File: src/rtl/max_pool_3.sv
// 2x2/stride-2 signed max-pool sequencer: reads each window from a source BRAM
// and writes one pooled word per window into the max_pool_3 BRAM.
module max_pool_3_ctrl #(
  parameter int unsigned IN_W = 8,
  parameter int unsigned IN_H = 8,
  parameter int unsigned CH   = 64
) (
  input  logic        clk,
  input  logic        rst_n,
  input  logic        start,
  input  logic        abort,
  input  logic [31:0] src_base,
  input  logic [31:0] dst_base,
  output logic [31:0] src_addr,
  output logic        src_en,
  input  logic [31:0] src_dout,
  output logic [31:0] dst_addr,
  output logic [31:0] dst_din,
  output logic        dst_en,
  output logic [3:0]  dst_we,
  output logic        busy,
  output logic        done
);

  localparam int unsigned OW   = IN_W / 2;
  localparam int unsigned OH   = IN_H / 2;
  localparam int unsigned OXW  = (OW > 1) ? $clog2(OW) : 1;
  localparam int unsigned OYW  = (OH > 1) ? $clog2(OH) : 1;
  localparam int unsigned CW   = (CH > 1) ? $clog2(CH) : 1;
  localparam int unsigned MAP  = IN_W * IN_H;
  localparam int unsigned OMAP = OW * OH;

  localparam logic [2:0] S_IDLE  = 3'd0;
  localparam logic [2:0] S_READ  = 3'd1;
  localparam logic [2:0] S_DRAIN = 3'd2;
  localparam logic [2:0] S_WRITE = 3'd3;
  localparam logic [2:0] S_DONE  = 3'd4;

  logic [2:0]     state_q, state_d;
  logic [1:0]     k_q, k_d;
  logic [OXW-1:0] ox_q, ox_d;
  logic [OYW-1:0] oy_q, oy_d;
  logic [CW-1:0]  c_q, c_d;
  logic [31:0]    src_base_q, src_base_d;
  logic [31:0]    dst_base_q, dst_base_d;
  logic [31:0]    max_q, max_d;

  logic [31:0] src_addr_q, src_addr_d;
  logic        src_en_q, src_en_d;
  logic [31:0] dst_addr_q, dst_addr_d;
  logic [31:0] dst_din_q, dst_din_d;
  logic        dst_en_q, dst_en_d;
  logic [3:0]  dst_we_q, dst_we_d;
  logic        busy_q, busy_d;
  logic        done_q, done_d;

  logic        last_win;
  logic        gt;
  logic [31:0] src_idx;
  logic [31:0] dst_idx;

  // Next-state, counters, running max, then registered-output decode of the next state
  always_comb begin
    state_d    = state_q;
    k_d        = k_q;
    ox_d       = ox_q;
    oy_d       = oy_q;
    c_d        = c_q;
    src_base_d = src_base_q;
    dst_base_d = dst_base_q;
    max_d      = max_q;

    last_win = (c_q == CW'(CH - 1)) && (oy_q == OYW'(OH - 1)) && (ox_q == OXW'(OW - 1));
    gt       = $signed(src_dout) > $signed(max_q);

    case (state_q)
      S_IDLE: begin
        if (start && !abort) begin
          state_d    = S_READ;
          k_d        = 2'd0;
          ox_d       = '0;
          oy_d       = '0;
          c_d        = '0;
          max_d      = '0;
          src_base_d = src_base;
          dst_base_d = dst_base;
        end
      end
      S_READ: begin
        // Read data lags the address by one cycle, so capture k-1's word here
        if (k_q == 2'd1) begin
          max_d = src_dout;
        end else if (k_q != 2'd0 && gt) begin
          max_d = src_dout;
        end
        if (abort) begin
          state_d = S_IDLE;
        end else if (k_q == 2'd3) begin
          state_d = S_DRAIN;
          k_d     = 2'd0;
        end else begin
          k_d = k_q + 2'd1;
        end
      end
      S_DRAIN: begin
        if (gt) begin
          max_d = src_dout;
        end
        state_d = abort ? S_IDLE : S_WRITE;
      end
      S_WRITE: begin
        if (abort) begin
          state_d = S_IDLE;
        end else if (last_win) begin
          state_d = S_DONE;
        end else begin
          state_d = S_READ;
          k_d     = 2'd0;
          if (ox_q == OXW'(OW - 1)) begin
            ox_d = '0;
            if (oy_q == OYW'(OH - 1)) begin
              oy_d = '0;
              c_d  = c_q + CW'(1);
            end else begin
              oy_d = oy_q + OYW'(1);
            end
          end else begin
            ox_d = ox_q + OXW'(1);
          end
        end
      end
      S_DONE: begin
        state_d = S_IDLE;
      end
      default: begin
        state_d = S_IDLE;
      end
    endcase

    src_idx = 32'(c_d) * 32'(MAP)
            + ((32'(oy_d) << 1) + 32'(k_d[1])) * 32'(IN_W)
            + (32'(ox_d) << 1) + 32'(k_d[0]);
    dst_idx = 32'(c_d) * 32'(OMAP) + 32'(oy_d) * 32'(OW) + 32'(ox_d);

    src_en_d   = (state_d == S_READ);
    src_addr_d = src_en_d ? (src_base_d + (src_idx << 2)) : 32'd0;
    dst_en_d   = (state_d == S_WRITE);
    dst_we_d   = dst_en_d ? 4'hF : 4'h0;
    dst_addr_d = dst_en_d ? (dst_base_d + (dst_idx << 2)) : 32'd0;
    dst_din_d  = dst_en_d ? max_d : 32'd0;
    busy_d     = (state_d != S_IDLE);
    done_d     = (state_d == S_DONE);
  end

  // State, datapath and output registers
  always_ff @(posedge clk or negedge rst_n) begin
    if (!rst_n) begin
      state_q    <= S_IDLE;
      k_q        <= '0;
      ox_q       <= '0;
      oy_q       <= '0;
      c_q        <= '0;
      src_base_q <= '0;
      dst_base_q <= '0;
      max_q      <= '0;
      src_addr_q <= '0;
      src_en_q   <= 1'b0;
      dst_addr_q <= '0;
      dst_din_q  <= '0;
      dst_en_q   <= 1'b0;
      dst_we_q   <= 4'h0;
      busy_q     <= 1'b0;
      done_q     <= 1'b0;
    end else begin
      state_q    <= state_d;
      k_q        <= k_d;
      ox_q       <= ox_d;
      oy_q       <= oy_d;
      c_q        <= c_d;
      src_base_q <= src_base_d;
      dst_base_q <= dst_base_d;
      max_q      <= max_d;
      src_addr_q <= src_addr_d;
      src_en_q   <= src_en_d;
      dst_addr_q <= dst_addr_d;
      dst_din_q  <= dst_din_d;
      dst_en_q   <= dst_en_d;
      dst_we_q   <= dst_we_d;
      busy_q     <= busy_d;
      done_q     <= done_d;
    end
  end

  assign src_addr = src_addr_q;
  assign src_en   = src_en_q;
  assign dst_addr = dst_addr_q;
  assign dst_din  = dst_din_q;
  assign dst_en   = dst_en_q;
  assign dst_we   = dst_we_q;
  assign busy     = busy_q;
  assign done     = done_q;

endmodule

File: config.mk
export PLATFORM = sky130hd
export DESIGN_NAME = max_pool_3_ctrl
export DESIGN_NICKNAME = d
export VERILOG_FILES = /design/src/rtl/max_pool_3.sv
export SDC_FILE = /design/constraint.sdc
export NUM_CORES = 1
export LEC_CHECK = 0
export ABC_AREA = 1
export ABC_CLOCK_PERIOD_IN_PS = 4700
export BUFFER_PORTS_ARGS = -buffer_cell sky130_fd_sc_hd__buf_2
export CAP_MARGIN = 40
export CORE_ASPECT_RATIO = 0.5
export CORE_MARGIN = 8
export CORE_UTILIZATION = 45
export CTS_CLUSTER_SIZE = 28
export DETAILED_ROUTE_END_ITERATION = 7
export PLACE_DENSITY_LB_ADDON = 0.1
export RECOVER_POWER = 50
export SYNTH_ARGS = -nofsm -noshare
export SYNTH_HDL_FRONTEND = slang
export SYNTH_SLANG_ARGS = --single-unit
export TNS_END_PERCENT = 1
File: constraint.sdc
create_clock -name clk -period 4.7 [get_ports clk]
set_clock_uncertainty 0.2 [all_clocks]
set_input_delay 0.47 -clock clk [delete_from_list [all_inputs] [get_ports clk]]
set_output_delay 0.47 -clock clk [all_outputs]
set_load 0.005 [all_outputs]
==> results of run 1 <==
[cell families (layout without fill, tap and decap cells)]
family,Yosys count,in the layout,share of synthesized area
AOI/OAI and AO/OA,249,249,0.1200
xor gates and xnor gates,12,12,0.008983
adders and majority gates,61,61,0.06651
buffers and inverters,277,488,0.09592
DFF,211,211,0.4512
muxes,1,1,0.0008555
and+or+nand+nor,643,643,0.2565
[flip-flops by register name (all words and copies together) (netlist names), 2 cells and up]
register    count
state_q         3
c_q             6
src_addr       32
dst_din        32
dst_addr       32
k_q             2
dst_base_q     32
max_q          32
ox_q            2
src_base_q     32
oy_q            2
[cell type report]
type / count / area (sq um)
Fill cell: 2470 / 11750
Multi-Input combinational cell: 966 / 5288
Sequential cell: 211 / 5280
Timing Repair Buffer: 227 / 1125
Inverter: 225 / 849.6
Clock buffer: 30 / 589.3
Tap cell: 344 / 430.4
Clock inverter: 6 / 80.08
[through the flow]
stage	cells	util	hold WS [ps]
after detailed placement	1963	0.5119	269.0
after global placement	1963	0.5119	268.2
after floorplan	1454	-	-25.59
after CTS	2009	0.5422	7.120
after global routing	2009	0.5372	20.02
final	2009	0.5372	22.62
[power by group through the flow]
stage | clock network [mW] | registers (mW) | logic [mW]
after CTS | 1.74 | 2.22 | 1.85
after global placement | 0 | 2.25 | 1.77
final | 1.70 | 2.22 | 1.83
after floorplan | 0 | 2.23 | 1.33
after detailed placement | 0 | 2.25 | 1.83
after global routing | 1.81 | 2.25 | 2.10
[repair_timing]
item,CTS,global route
setup buffers,0,0
endpoints found under the setup margin,0,4
hold buffers,10,0
gates resized for setup,0,2
hold endpoints to repair,128,0
[path summary, 6_finish.rpt]
kind | startpoint | endpoint | cells after the start
min in group asynchronous | rst_n | dst_din[25] | 2
max in group asynchronous | rst_n | max_q[8] | 3
max | c_q[0] | src_addr[30] | 21
min | src_base[6] | src_base_q[6] | 3
min reg2reg | src_base_q[12] | src_base_q[12] | 2
max reg2reg | c_q[0] | src_addr[30] | 21
[per-layer routing]
layer / track usage / share of wire / vias up
met4: 0.04499 / 0.022 / 0
met1: 0.2508 / 0.44 / 4953
met5: 0 / 0 / -
met2: 0.3644 / 0.49 / 223
met3: 0.03631 / 0.046 / 50
li1: - / - / 5056
[cell usage in the layout (no fill, tap or decap), types with 17 or more instances in the layout]
| cell type | netlist | final |
|---|---|---|
| clkbuf_1 | 27 | 77 |
| or2_2 | 26 | 26 |
| inv_1 | 207 | 207 |
| nand2_1 | 300 | 301 |
| dfrtp_1 | 211 | 211 |
| o21ai_1 | 30 | 29 |
| nand3_1 | 124 | 125 |
| nor2_1 | 94 | 94 |
| o21ai_2 | 16 | 17 |
| ha_1 | 59 | 59 |
| a21oi_1 | 99 | 99 |
| buf_2 | 8 | 129 |
| o21ai_0 | 76 | 76 |
| clkbuf_16 | 0 | 21 |
[worst max-delay path, stage by stage, from the launching register on]
cell and delay (ps):
dfrtp_1 370, ha_1 180, nand3_1 130, nor2_1 210, inv_1 70, nor2_1 130
inv_1 70, nand2_1 90, nand2_1 100, a41oi_1 260, ha_1 250, inv_1 70
fa_1 400, o31ai_1 420, inv_1 110, o21ai_2 270, nand4_4 180, nor2_4 190
nand3_2 100, nor2_2 120, o21ai_1 60, a21oi_1 120
==> qor.csv, run 1 <==
stage,metric,value,unit
run_status,status,"finished, violations left",
run_status,violations,"max-capacitance violations, max-slew violations",
grt,grt_overflow,0,
timing,finalSetupViolCount,0,
yosys,avgSynthCellArea,8.048,sq um
floorplan,io_pins,204,
critical_path,worst-setup-path-type,register to register,
critical_path,crit_required,4930,ps
critical_path,cp.arrival,4420,ps
timing,hold_viol_final,0,
placed_design,port_buffers,203,
power,switching_power,2.081,mW
power,total_leakage_power,7.168,nW
floorplan,dieArea,31730,sq um
placed_design,placed_area,13000,sq um
final_layout,fin_area,13640,sq um
power,p_int,3.673,mW
grt,grt_max_degree,123,
placed_design,dp_slack,372.8,ps
grt,grt_pass1_vias,10650,
power,p_per_area,421.8,nW/um^2
yosys,yosys-top-cells-count,"nand2_1, dfrtp_1, inv_1",
placed_design,gp_congestion,0.9088,
yosys,synth_area,11700,sq um
floorplan,chipHeight,130.0,microns
final_layout,layout-drive-gt1-share,0.1724,
floorplan,fp.coreArea,25390,sq um
power,p_total,5.754,mW
clock_tree,cts-root-buf,clkbuf_16,
yosys,synthCells,1454,
timing,drv_slew,123,
clock_tree,cts_max_level,1,
timing,fin_crit,4186,ps
yosys,synth_nets,1615,
clock_tree,cts_buffer_depth,3,
detailed_routing,wl,32420,microns
yosys,synth_ff_type,dfrtp_1,
floorplan,rows,41,
placed_design,dp_hpwl,23230,microns
worst_hold_path,hold_path_class,input pin to register,
critical_path,cp-start-kind,register,
flow_run,maxCapViolations,1,
final_layout,layout-area-overhead-vs-synth,16.58,%
yosys,synth_edf_count,0,
clock_tree,cts_tree,done,
yosys,synth_cell_types,57,
power,comb_power_share,0.319,
detailed_routing,num_vias,10280,
power,power_frac_seq,0.386,
timing,worstMarginPinSlew,3084,ps
floorplan,die_w,244.0,microns
final_layout,nets,1813,
critical_path,endpoint_kind,register,
critical_path,worstPathMaxFanout,5,
grt,antenna_found_initial,0,
timing,finalSetupTns,0,ps
detailed_routing,drc_errors,0,
critical_path,rrSetupSlack,510,ps
detailed_routing,detail_route.wl_per_cell,16.14,microns
yosys,yosys_warnings,0,
final_layout,antennaDiodeCount,0,
detailed_routing,via_per_inst,5.118,
yosys,async_reset_ff_frac,1.000,
grt,grt_usage,0.2013,
clock_tree,clk_transition_reported_paths,60,ps
clock_tree,cts.sink_count,211,
yosys,synth_seq_cells,211,
timing,timing.fmax,238.9,MHz
grt,grt_pass1_wl,53150,microns
detailed_routing,ant_nets,0,
yosys,synth_top_area_cell,dfrtp_1,
floorplan,initial_core_util,0.4608,
timing,period_share,0.8907,
power,irDropWorstVdd,0.0002467,V
detailed_routing,drtIter0Drc,659,
yosys,yosys-top-cells-area,"dfrtp_1, nand2_1, inv_1, ha_1, nand3_1",
timing,relSlewSlack,-1.056,
clock_tree,numCtsBuffers,21,
clock_tree,insertion_delay,510,ps
detailed_routing,firstDrtPassIters,5,
yosys,ys_seq_area_frac,0.4512,
yosys,synth_most_common_cell,nand2_1,
timing,setup_slack,513.8,ps
timing,rsz0062_at_grt,false,
power,switching_share,0.3617,
yosys,synthDominantCellAreaShare,0.4512,
power,pwr-share-clk,0.295,
Note: power is estimated with default switching activity, not from simulation.
==> run 2: changes to the inputs <==
--- a/config.mk
+++ b/config.mk
@@ -14,7 +14,7 @@
 export CORE_UTILIZATION = 45
 export CTS_CLUSTER_SIZE = 28
 export DETAILED_ROUTE_END_ITERATION = 7
-export PLACE_DENSITY_LB_ADDON = 0.1
+export PLACE_DENSITY = 0.63
 export RECOVER_POWER = 50
 export SYNTH_ARGS = -nofsm -noshare
 export SYNTH_HDL_FRONTEND = slang
==> run 2 against run 1 <==
  * Via count is 0.26% lower
  * Critical path type unchanged
  * Critical path depth is 5 lower
  * Power increased by 1.8%
  * Clock power is 5% higher
  * Critical endpoint unchanged
  * Largest cell class is now registers
  * First-iteration DRC count up 6.1%
  * The flow still finishes with violations (max-capacitance violations, max-slew violations)
  * Combinational power is essentially flat
==> qor.csv, run 2 (synthesized netlist as in run 1, its figures left out) <==
stage,metric,value,unit,change
floorplan,initial_core_util,0.4608,,unchanged
grt,antenna_found_initial,0,,unchanged
final_layout,layout-area-overhead-vs-synth,17.29,%,
critical_path,path_cells,"nor2_1, nand3_1, nand2_1, inv_1, o21ai_0, inv_1, fa_1, o31ai_1, inv_1, o21ai_2, nand4_4, nor2_4, nand3_2, nor2_2, o21ai_1, a21oi_1",,
detailed_routing,wl,32470,microns,+0.14%
detailed_routing,via_per_inst,5.092,,-0.51%
final_layout,nets,1817,,+0.22%
clock_tree,insertion_delay,510,ps,about the same
clock_tree,clk_transition_reported_paths,60,ps,about the same
final_layout,final_cell_mix,"nand2_1, dfrtp_1, inv_1",,
run_status,status,"finished, violations left",,
grt,grt_pass1_vias,10680,,+0.29%
timing,timing.fmax,236.6,MHz,-0.94%
timing,finalSetupTns,0,ps,unchanged
detailed_routing,num_vias,10260,,-0.26%
placed_design,gp_congestion,0.8412,,-7.4%
critical_path,critPathSlowestCell,o31ai_1,,
floorplan,chipHeight,130.0,microns,unchanged
worst_hold_path,hold_path_class,input pin to register,,
critical_path,worstPathMaxFanout,6,,+1
grt,grt_usage,0.2018,,+0.0005000
clock_tree,cts_max_level,1,,unchanged
grt,grt_pass1_wl,53160,microns,about the same
detailed_routing,detail_route.wl_per_cell,16.12,microns,-0.11%
power,switching_power,2.095,mW,+0.67%
clock_tree,post_cts_buffers,0,,unchanged
clock_tree,cts.sink_count,211,,unchanged
clock_tree,cts-root-buf,clkbuf_16,,
floorplan,die_w,244.0,microns,unchanged
placed_design,port_buffers,203,,unchanged
final_layout,layout_commonest_cell,nand2_1,,
floorplan,fp.coreArea,25390,sq um,unchanged
power,comb_power_share,0.316,,-0.003
critical_path,crit_required,4940,ps,about the same
flow_run,maxCapViolations,1,,unchanged
power,pwr-share-clk,0.304,,+0.009
critical_path,cp-start-kind,register,,
detailed_routing,drtIter0Drc,699,,+6.1%
critical_path,worst-setup-path-type,register to register,,
grt,grt_max_degree,124,,+0.81%
worst_hold_path,hold_depth,3,,unchanged
clock_tree,numCtsBuffers,21,,unchanged
timing,finalSetupViolCount,0,,unchanged
critical_path,r2r_cells,16,,-24%
power,p_per_area,426.7,nW/um^2,+1.2%
timing,fin_crit,4226,ps,+39.64 ps
detailed_routing,drc_errors,0,,unchanged
timing,worstMarginPinSlew,3216,ps,+131.6 ps
grt,grt_overflow,0,,unchanged
floorplan,io_pins,204,,unchanged
detailed_routing,route.met3.wl,1399,microns,-5.5%
detailed_routing,met1_length,14130,microns,-0.61%
critical_path,cp_slowest_stage_delay,460,ps,+40 ps
clock_tree,cts_buffer_depth,3,,unchanged
detailed_routing,dr_wl_met2,16100,microns,+0.54%
timing,rsz0062_at_grt,false,,
timing,drv_slew,124,,+0.81%
critical_path,critPathMostFrequentCell,inv_1,,
placed_design,dp_hpwl,23220,microns,about the same
power,total_leakage_power,7.211,nW,+0.60%
detailed_routing,firstDrtPassIters,5,,unchanged
power,p_int,3.761,mW,+2.4%
detailed_routing,routed.top_layer,met4,,
floorplan,dieArea,31730,sq um,unchanged
timing,hold_viol_final,0,,unchanged
critical_path,endpoint_kind,register,,
final_layout,antennaDiodeCount,0,,unchanged
timing,relSlewSlack,-1.144,,-0.08775
power,irDropWorstVdd,0.0002814,V,+14%
final_layout,layout-drive-gt1-share,0.1731,,+0.0006815
timing,whs,17.97,ps,-4.652 ps
floorplan,rows,41,,unchanged
power,switching_share,0.3578,,-0.003911
detailed_routing,ant_nets,0,,unchanged
run_status,violations,"max-capacitance violations, max-slew violations",,
power,power_frac_seq,0.380,,-0.006
critical_path,cp.arrival,4470,ps,+50 ps
timing,period_share,0.8991,,+0.008434
clock_tree,cts_tree,done,,
[run 2: cell type report]
type                    count  area (sq um)
clock buffers              32         646.9
clock inverters             5         78.83
fillers                  2419         11670
inverters                 225         849.6
multi-input cells         966          5280
flip-flops and latches    211          5280
well taps                 344         430.4
repair buffers            231          1159
[run 2: path summary, 6_finish.rpt]
| path | startpoint | to | slack [ps] |
|---|---|---|---|
| max | state_q[1] | src_addr[30] | 470 |
| min in group asynchronous | rst_n | max_q[3] | 1320 |
| min | dst_base[8] | dst_base_q[8] | 20 |
| max in group asynchronous | rst_n | max_q[12] | 1000 |
| min reg2reg | dst_base_q[10] | dst_base_q[10] | 280 |
| max reg2reg | state_q[1] | src_addr[30] | 470 |
[run 2: worst max-delay path, delay by kind of cell (launching register included)]
kind	cells	cell delay [ps]
buffers and inverters	3	380
AOI/OAI and AO/OA	5	1360
DFF	1	420
adders and majority gates	1	450
and+or+nand+nor	7	1350
[run 2: metrics by stage]
step / setup slack (ps) / utilization / area, sq um / total power, mW / std cells
6_report: 474.1 / 0.5405 / 13720 / 5.856 / 2014
5_1_grt: 83.58 / 0.5405 / 13720 / 6.255 / 2014
4_1_cts: 326.9 / 0.5458 / 13860 / 5.916 / 2014
3_5_place_dp: 353.5 / 0.5124 / 13010 / 4.096 / 1965
3_3_place_gp: 562.6 / 0.5124 / 13010 / 4.031 / 1965
2_1_floorplan: 724.0 / - / 11700 / 3.561 / 1454
[run 2: per-layer routing]
metal	vias to the layer above	track usage
met1	4913	0.2495
met2	221	0.3634
met3	52	0.03407
met4	0	0.05825
met5	-	0
li1	5069	-
[run 2: timing repair]
| item | 4_1_cts | 5_1_grt |
|---|---|---|
| endpoints found under the setup margin | 0 | 3 |
| hold endpoints to repair | 131 | 0 |
| gates resized for setup | 0 | 1 |
| hold buffers | 12 | 0 |
[run 2: power groups by stage]
stage / sequential, mW / clock [mW] / combinational, mW
CTS: 2.22 / 1.83 / 1.86
detailed placement: 2.25 / 0 / 1.85
global placement: 2.25 / 0 / 1.79
finish: 2.22 / 1.78 / 1.85
floorplan: 2.23 / 0 / 1.33
global route: 2.25 / 1.90 / 2.11
==> run 3: changes to the inputs <==
--- a/config.mk
+++ b/config.mk
@@ -14,7 +14,7 @@
 export CORE_UTILIZATION = 45
 export CTS_CLUSTER_SIZE = 28
 export DETAILED_ROUTE_END_ITERATION = 7
-export PLACE_DENSITY = 0.63
+export PLACE_DENSITY = 0.69
 export RECOVER_POWER = 50
 export SYNTH_ARGS = -nofsm -noshare
 export SYNTH_HDL_FRONTEND = slang
==> run 3 against run 2 <==
  * Largest power group unchanged
  * First-iteration DRC count grew 15%
  * The flow still finishes with violations (max-capacitance violations, max-slew violations)
  * Wire length shrank 3.5%
  * Global-route usage shrank 0.85 points
  * Sequential power is essentially flat
==> qor.csv, run 3 (synthesized netlist as in run 1, its figures left out) <==
stage,metric,value,unit,change
placed_design,dp_hpwl,22750,microns,-2.0%
power,pwr-share-clk,0.302,,-0.002
floorplan,io_pins,204,,unchanged
detailed_routing,wl,31340,microns,-3.5%
floorplan,die_w,244.0,microns,unchanged
run_status,status,"finished, violations left",,
timing,drv_slew,80,,-35%
power,irDropWorstVdd,0.0002574,V,-8.5%
clock_tree,cts_max_level,1,,unchanged
clock_tree,clk_transition_reported_paths,70,ps,about the same
critical_path,worstPathMaxFanout,5,,-1
placed_design,gp_congestion,0.8756,,+4.1%
floorplan,fp.coreArea,25390,sq um,unchanged
power,total_leakage_power,7.194,nW,-0.22%
power,switching_power,2.082,mW,-0.65%
floorplan,initial_core_util,0.4608,,unchanged
power,comb_power_share,0.314,,-0.002
placed_design,dp_slack,403.2,ps,+49.66 ps
critical_path,cp.arrival,4380,ps,-90 ps
timing,timing.fmax,241.9,MHz,+2.2%
floorplan,dieArea,31730,sq um,unchanged
final_layout,layout-drive-gt1-share,0.1749,,+0.001796
placed_design,dpl.cell_count,1964,,-0.051%
grt,grt_pass1_wl,50470,microns,-5.1%
timing,finalSetupViolCount,0,,unchanged
timing,rsz0062_at_grt,false,,
run_status,violations,"max-capacitance violations, max-slew violations",,
grt,grt_overflow,0,,unchanged
detailed_routing,drc_errors,0,,unchanged
timing,relSlewSlack,-0.3334,,+0.8104
final_layout,finalNonFillerCells,2015,,+0.050%
power,p_per_area,420.1,nW/um^2,-1.5%
grt,grt_max_degree,81,,-35%
grt,grt_pass1_vias,9704,,-9.1%
detailed_routing,num_vias,9970,,-2.8%
critical_path,crit_required,4950,ps,about the same
timing,hold_viol_final,0,,unchanged
critical_path,endpoint_kind,register,,
final_layout,layout_commonest_cell,nand2_1,,
grt,antenna_found_initial,1,,+1
grt,grt_usage,0.1933,,-0.008479
clock_tree,cts_tree,done,,
detailed_routing,detail_route.wl_per_cell,15.55,microns,-3.5%
timing,period_share,0.8796,,-0.01949
timing,fin_crit,4134,ps,-91.61 ps
worst_hold_path,hold_path_class,input pin to register,,
critical_path,worst-setup-path-type,register to register,,
final_layout,nets,1818,,+0.055%
clock_tree,numCtsBuffers,20,,-4.8%
placed_design,port_buffers,203,,unchanged
power,power_frac_seq,0.384,,+0.004
power,switching_share,0.3605,,+0.002677
floorplan,chipHeight,130.0,microns,unchanged
timing,finalSetupTns,0,ps,unchanged
detailed_routing,firstDrtPassIters,5,,unchanged
clock_tree,insertion_delay,520,ps,about the same
detailed_routing,via_per_inst,4.948,,-2.8%
power,p_int,3.693,mW,-1.8%
clock_tree,cts.sink_count,211,,unchanged
clock_tree,cts-root-buf,clkbuf_16,,
timing,worstMarginPinSlew,2000,ps,-1216 ps
floorplan,rows,41,,unchanged
final_layout,final_cell_mix,"nand2_1, dfrtp_1, inv_1",,
final_layout,layout-area-overhead-vs-synth,17.47,%,
clock_tree,cts_buffer_depth,3,,unchanged
critical_path,cp-start-kind,register,,
clock_tree,post_cts_buffers,0,,unchanged
detailed_routing,drtIter0Drc,805,,+15%
detailed_routing,ant_nets,0,,unchanged
flow_run,maxCapViolations,1,,unchanged
timing,setup_slack,565.7,ps,+91.61 ps
-- run 3: path summary, 6_finish.rpt --
kind / from / end / slack (ps) / depth (start not counted)
worst max-delay path: c_q[1] / src_addr[30] / 570 / 21
worst min-delay path: dst_base[2] / dst_base_q[2] / 10 / 3
worst max register to register: c_q[1] / src_addr[30] / 570 / 21
worst min register to register: dst_base_q[9] / dst_base_q[9] / 280 / 2
max in group asynchronous: rst_n / max_q[5] / 1740 / 3
min in group asynchronous: rst_n / src_addr[29] / 870 / 2
-- run 3: final cells by class --
| type | count | area [sq um] |
|---|---|---|
| Inverter | 225 | 845.8 |
| Sequential cell | 211 | 5280 |
| Antenna cell | 1 | 2.502 |
| Timing Repair Buffer | 233 | 1197 |
| Clock inverter | 11 | 146.4 |
| Fill cell | 2460 | 11650 |
| Clock buffer | 24 | 545.5 |
| Tap cell | 344 | 430.4 |
| Multi-Input combinational cell | 966 | 5298 |
-- run 3: what timing repair did --
action / in CTS / in global routing
hold buffers: 15 / 0
resized for setup: 0 / 4
endpoints found under the setup margin: 0 / 7
endpoints found under the hold margin: 92 / 0
-- run 3: power groups by stage --
stage | registers (mW) | clock network, mW | logic (mW)
after floorplan | 2.23 | 0 | 1.33
after global placement | 2.25 | 0 | 1.79
after detailed placement | 2.25 | 0 | 1.82
after CTS | 2.22 | 1.78 | 1.83
after global routing | 2.25 | 1.85 | 2.09
final | 2.22 | 1.74 | 1.81
-- run 3: per-layer routing --
layer / wire length, microns / track usage
met2: 15500 / 0.3449
met1: 13850 / 0.2461
met3: 1371 / 0.03550
met4: 597 / 0.03872
met5: 12 / 0
-- run 3: through the flow --
step	hold WS [ps]	instance area, sq um	power [mW]	utilization
after floorplan	-25.59	11700	3.561	-
after global placement	266.7	13020	4.032	0.5126
after detailed placement	270.2	13020	4.062	0.5126
after CTS	2.707	13860	5.830	0.5458
after global routing	8.736	13740	6.184	0.5412
final	13.04	13750	5.775	0.5413
-- run 3: critical path, cell delays in order, from the launching register on --
cell and delay [ps]:
dfrtp_1 380, ha_1 190, nand3_1 130, nor2_1 220
inv_1 60, nor2_1 130, inv_1 80, nand2_1 100
nand2_1 120, a41oi_2 220, ha_1 250, inv_1 70
fa_1 410, o31ai_2 360, inv_1 100, o21ai_2 260
nand4_4 170, nor2_4 190, nand3_2 110, nor2_2 120
o21ai_1 60, a21oi_1 120
